[config.mk]
export PLATFORM = sky130hd
export DESIGN_NAME = uart_rx_fifo
export DESIGN_NICKNAME = d
export VERILOG_FILES = /design/src/rtl/uart_rx_fifo.sv
export SDC_FILE = /design/constraint.sdc
export NUM_CORES = 1
export LEC_CHECK = 0
export CORE_MARGIN = 8
export CORE_UTILIZATION = 50
export DETAILED_ROUTE_END_ITERATION = 8
export PLACE_DENSITY = 0.8
export SYNTH_ARGS = -nofsm -noshare
export SYNTH_HDL_FRONTEND = slang
export SYNTH_SLANG_ARGS = --single-unit
[constraint.sdc]
create_clock -name bclk -period 2.95 [get_ports bclk]
set_input_delay 0.4425 -clock bclk [delete_from_list [all_inputs] [get_ports bclk]]
set_output_delay 0.4425 -clock bclk [all_outputs]
set_load 0.02 [all_outputs]
[src/rtl/uart_rx_fifo.sv]
// Receive byte buffer behind the UART receiver: detects each byte by a change in the
// receiver's completion counter and queues it in a first-word-fall-through FIFO.
module uart_rx_fifo #(
    parameter int DEPTH = 8,
    parameter int AW    = 3
) (
    input  logic          bclk,
    input  logic          reset,
    input  logic [7:0]    rhr_data,
    input  logic [7:0]    data_ready,
    input  logic          rd_en,
    input  logic          clr_overrun,
    output logic [7:0]    rd_data,
    output logic          empty,
    output logic          full,
    output logic [AW:0]   count,
    output logic          overrun
);

    logic [7:0]    mem [DEPTH];
    logic [7:0]    rdy_q;
    logic [AW-1:0] wr_ptr;
    logic [AW-1:0] rd_ptr;
    logic          push;
    logic          pop;
    logic          wr_ok;

    // Any change of the counter is one new byte, so 255->0 counts like every other step.
    assign push  = (data_ready != rdy_q);
    assign pop   = rd_en && !empty;
    // A pop in the same cycle frees the slot a full FIFO needs.
    assign wr_ok = push && (!full || pop);

    assign empty   = (count == '0);
    assign full    = (count == (AW+1)'(DEPTH));
    assign rd_data = mem[rd_ptr];

    always_ff @(posedge bclk) begin
        if (wr_ok)
            mem[wr_ptr] <= rhr_data;
    end

    always_ff @(posedge bclk or posedge reset) begin
        if (reset) begin
            rdy_q   <= '0;
            wr_ptr  <= '0;
            rd_ptr  <= '0;
            count   <= '0;
            overrun <= 1'b0;
        end else begin
            rdy_q <= data_ready;
            if (wr_ok)
                wr_ptr <= wr_ptr + AW'(1);
            if (pop)
                rd_ptr <= rd_ptr + AW'(1);
            case ({wr_ok, pop})
                2'b10:   count <= count + (AW+1)'(1);
                2'b01:   count <= count - (AW+1)'(1);
                default: count <= count;
            endcase
            // A dropped byte outranks a clear issued in the same cycle.
            if (push && !wr_ok)
                overrun <= 1'b1;
            else if (clr_overrun)
                overrun <= 1'b0;
        end
    end

endmodule

; ---- Yosys cells after proc, flatten, opt, wreduce, memory -nomap -nowiden
; Memories as Yosys holds them, arrays and structs flattened.
; Index checks and enable logic that the tools add are counted.
[op_classes]
addsub = 4
order_cmp = 0
div = 0
n_eq_ne = 4
bitwise_logic = 0
shifts = 0
n_mul = 0
muxes = 5
n_reduce_logical = 10
[ops]
columns = operator, n
row1 = 8-bit inequality test, 1
row2 = 4-bit case mux with 2 select lines, 1
row3 = "3-bit by 1-bit adder with 3-bit output, second input constant", 2
row4 = "4-bit by 1-bit adder with 4-bit output, second input constant", 1
row5 = "4-bit == test, second input constant", 1
row6 = 4-bit zero test, 1
row7 = 1-bit 2-to-1 mux, 4
row8 = 2-bit nonzero test, 2
row9 = "4-bit by 1-bit subtractor with 4-bit output, second input constant", 1
row10 = 1-bit logical AND, 3
row11 = 1-bit zero test, 3
row12 = "2-bit by 1-bit == test with 1-bit output, second input constant", 1
row13 = "2-bit == test, second input constant", 1
row14 = 1-bit logical OR, 1
[word_totals]
in_bits = 20
memories = 1
latch_bits = 0
rom_bits = 0
ramBits = 64
wordCells = 29
register_bits = 19
[mem_list]
columns = name, words, word_bits, read_ports, rd_clocked_by_memory_dff, write_ports, line_no
row1 = mem, 8, 8, 1, 0, 1, 20  ; logic [7:0] mem [DEPTH];

; ---- Logic depth before layout (Yosys ltp)
; Gate-level depths: netlist (run 1).
[depth]
word_depth = 8
mapped_depth = 11
ltp_nobuf = 11

; ---- Worst setup path before layout (run 1)
; Ideal clock, no wire load.
[synth_path]
kind = register to register
start = register count[0]
end = register count[3]
path_buffers = 0
t_arrival_ns = 2.602
synth_period_minus_slack_ns = 2.688
setup_time_ns = 0.087
slack_ns = 0.262
stages_incl_launch_ff = 12
t_required_ns = 2.863
path_cell_list = dfrtp_1 > or3_1 > o21ai_2 > inv_1 > nand3_1 > inv_1 > ha_1 > a21o_1 > a21oi_1 > inv_1 > or4_1 > o211ai_1
[synth_via]
elab_chain_len = 7
[synth_rtl]
columns = element, line_no
row1 = "start, declared", 16  ; output logic [AW:0] count,
row2 = "start signal, assigned", 57  ; 2'b10: count <= count + (AW+1)'(1);
row3 = "start signal, assigned", 58  ; 2'b01: count <= count - (AW+1)'(1);
row4 = "start signal, assigned", 59  ; default: count <= count;
row5 = 4-bit zero test, 34  ; assign empty = (count == '0);
row6 = 1-bit zero test, 30  ; assign pop = rd_en && !empty;
row7 = 1-bit logical AND, 30
row8 = 1-bit logical OR, 32  ; assign wr_ok = push && (!full || pop);
row9 = 1-bit logical AND, 32
row10 = 2-bit by 1-bit == test with 1-bit output / 2-bit == test (equally long branches), 56  ; case ({wr_ok, pop})
row11 = 4-bit case mux with 2 select lines / 2-bit nonzero test (equally long branches), --
; Parallel ways exist; a longest one is shown, timed or not.
; A chain may end at the register's enable or synchronous reset.

; ---- Final worst setup path (run 1)
[layout_path]
start = register rd_ptr[0]
end = output port rd_data[6]
[layout_via]
elab_chain_len = 1
[layout_rtl]
columns = element, line_no
row1 = "start, declared", 23  ; logic [AW-1:0] rd_ptr;
row2 = "start signal, assigned", 55  ; rd_ptr <= rd_ptr + AW'(1);
row3 = memory 8 x 8 bit, --
row4 = "end, declared", 13  ; output logic [7:0] rd_data,
; No other way between the ends.

==> run_results.csv, run 1 <==
group,metric,value,unit
clock_network,cts_buffers,9,
yosys,syn_area_per_cell,18.3,um^2
timing,clock_skew,11.8,ps
layout,syn_to_final_growth,23.9,%
clock_network,clk_pin_slew,80,ps
yosys,yosys_warnings,0,
clock_network,cts_resized,0,
floorplanning,die_y,98.2,um
critical_path,reg2reg_slack,190,ps
timing,setup_tns,0,ps
route,remaining_drc_errors,0,
global_route,grt_pass1_vias,2022,
timing,max_freq,0.348,GHz
floorplanning,row_count,30,
floorplanning,fp.dieW,98.2,um
floorplanning,num_io_pins,35,
yosys,synth_top_family_by_area,"multiplexers",
layout,antenna_cells,0,
global_route,grt_pass1_wl,10.0,mm
global_route,grt_use_total,13.9,%
clock_network,cts_setup_buffers,0,
timing,rsz0062_at_grt,"false",
clock_network,clock_latency,360,ps
clock_network,cts_tree,"done",
route,drt_iter0_drc,99,
layout,final_nets,269,
floorplanning,initial_core_util,50.6,%
route,ant_nets,0,
clock_network,clock_sinks,83,
power,max-vdd-ir-drop,527,uV
yosys,synth_top_area_cell,"edfxtp_1",
clock_network,h-tree-depth,3,
yosys,synth_top_area_share,56.9,%
timing,final.min_clock_period,2870,ps
hold_path,hp-class,"in -> async",
critical_path,start_kind,"flop",
critical_path,crit_slowest_cell,"clkdlybuf4s50_1",
placed_design,dp.cells,313,
global_route,grt_antenna_before_repair,0,
critical_path,cp-startpoint,"rd_ptr[0]",
placed_design,dp_hpwl,4.10,mm
critical_path,max_stage_delay,560,ps
timing,max_slew_margin,51.3,%
critical_path,path_delay_family,"buffers and inverters",
yosys,yosys.area_share.simple,5.11,%
timing,drv_slew,0,
timing,finalHoldViolCount,0,
route,vias,1814,
run,maxCapViolCount,0,
route,finalWirelength,6.04,mm
critical_path,cp.depth,4,
layout,final_area,4190,um^2
yosys,synth_edf_count,64,
critical_path,rr_worst_depth,11,
yosys,synthTopCellsByCount,"edfxtp_1, dfrtp_1, mux4_2",
critical_path,cp_num_buf_inv,2,
timing,worst_pin_slew,730,ps
critical_path,r2r-start,"count[2]",
floorplanning,core_area,6680,um^2
critical_path,endpoint_kind,"output port",
yosys,synth-seq-cells,83,
yosys,synth_cell_types,32,
layout,drive_above_1_share,26.5,%
critical_path,crit_required,2510,ps
timing,setup_violations,0,
critical_path,arrival,2430,ps
clock_network,clockBufferDepth,2,
critical_path,critPathMaxFanout,5,
critical_path,cp_cell_sequence,"buf_4 > mux4_2 > mux2_2 > clkdlybuf4s50_1",
critical_path,crit_type,"reg -> out",
route,wire_per_inst,18.4,um
yosys,synth.most_common_cell,"edfxtp_1",
yosys,yosys_most_used_dff,"edfxtp_1",
layout,nFillCells,500,
yosys,synth-adder-area-share,2.07,%
placed_design,gp_congestion,0.849,
route,routed_via_density,5.51,
yosys,synth_area_leaders,"edfxtp_1, dfrtp_1, mux4_2, mux2_2, xor2_1",
critical_path,worstSetupEndpoint,"rd_data[6]",
placed_design,port_buffers,34,
yosys,seq_area_frac_synth,70.9,%
layout,ff_latch_area,2400,um^2
critical_path,r2r_end,"count[3]",
layout,multi_input_area,932,um^2
route,first_pass_iters,4,
power,p_leak,0.00154,uW
placed_design,place_area,3970,um^2
floorplanning,die_area,9650,um^2
run_status,outcome,"finished clean",
yosys,yosys-mux-area-fraction,14.3,%
yosys,syn_inst,185,
clock_network,cts_hold_buffers,0,
yosys,yosys.area_share.xor_xnor,3.89,%
timing,fin_crit_sh,97.3,%
yosys,synth_compound_area_share,1.89,%
yosys,syn-num-nets,210,
power,p_per_area,1040,nW/um^2
layout,fin_cells,329,
clock_network,root_buffer,"clkbuf_8",
yosys,syn_area,3380,um^2
global_route,grt.overflow.total,0,
global_route,grt_start_max_net_pins,20,
yosys,ys_async_sr_fraction,22.9,%
==> cells in the final DEF (no fill, tap or decap), types with 2 or more instances in the layout <==
master            n
o211ai_1          2
nor4_2            2
mux2_2            8
or3_1             2
nand2_1           8
buf_4            19
mux2i_1           2
edfxtp_1         64
ha_1              4
nand3_1           2
bufinv_16         2
nor4b_2           2
inv_1            10
clkinv_4          2
nor2_1            3
xor2_1            8
clkdlybuf4s50_1  34
mux4_2           16
nor3_1            3
nand2_2           2
dfrtp_1          19
xnor2_1           7
nor4_1            4
o21ai_0           2
clkbuf_8          9
==> state kept, by name (all words and copies together), names as in the netlist <==
register and count:
wr_ptr 3, rdy_q 8, rd_ptr 3, mem 64
overrun 1, count 4
==> worst min-delay path by stage <==
stage	end	slack, ps	cells past startpoint
after floorplan	count[0]	390	1
after global placement	rd_ptr[1]	500	2
after detailed placement	rd_ptr[1]	520	2
after CTS	count[2]	520	2
after global routing	rdy_q[1]	560	1
final	rdy_q[7]	510	2
==> metrics by stage <==
| stage | power, uW | worst slack [ps] | utilization [%] | hold WS [ps] |
|---|---|---|---|---|
| 2_1_floorplan | 2790 | 262 | - | 394 |
| 3_3_place_gp | 3460 | 84.1 | 59.4 | 496 |
| 3_5_place_dp | 3510 | -6.31 | 59.4 | 517 |
| 4_1_cts | 4400 | 42.0 | 62.7 | 517 |
| 5_1_grt | 4580 | 7.57 | 62.7 | 556 |
| 6_report | 4340 | 79.9 | 62.7 | 505 |
==> power breakdown <==
part	switching (uW)	internal [uW]	total [uW]
Clock	403	478	881
Combinational	791	883	1670
Sequential	176	1610	1780
==> cell families after synthesis <==
| logic type | after synthesis |
|---|---|
| flip-flops | 83 |
| AO/OA/AOI/OAI | 9 |
| XOR/XNOR | 15 |
| AND/OR/NAND/NOR | 30 |
| multiplexers | 27 |
| adder cells (fa/ha/maj) | 5 |
| buffers and inverters | 16 |
==> area by class of cell <==
type / count / area share, %
inverter: 10 / 0.896
clock inverter: 6 / 2.15
timing repair buffer: 54 / 12.0
multi-input combinational: 86 / 22.3
sequential: 83 / 57.2
tap: 80 / 2.39
clock buffer: 10 / 3.05
==> worst register-to-register path, delay by kind of cell, from the launching register on <==
family	cells	cell delay [ps]
DFF	1	440
adders and majority gates	1	260
buffers and inverters	3	280
and+or+nand+nor	3	990
AOI/OAI and AO/OA	4	700
==> metal layers <==
layer	up-vias	track usage (%)	share of wire (%)
met2	55	22.0	49
met3	12	5.55	5.1
met4	0	6.38	1.9
met5	-	0	0
li1	832	-	-
met1	915	16.1	43
Power figures use the tool's default switching activity.
==> run 2, diff against run 1 <==
Settings changed: SKIP_CTS_REPAIR_TIMING from default to 1.
==> results of run 2 <==
No change in the layout: final DEF, timing and power equal those of run 1.
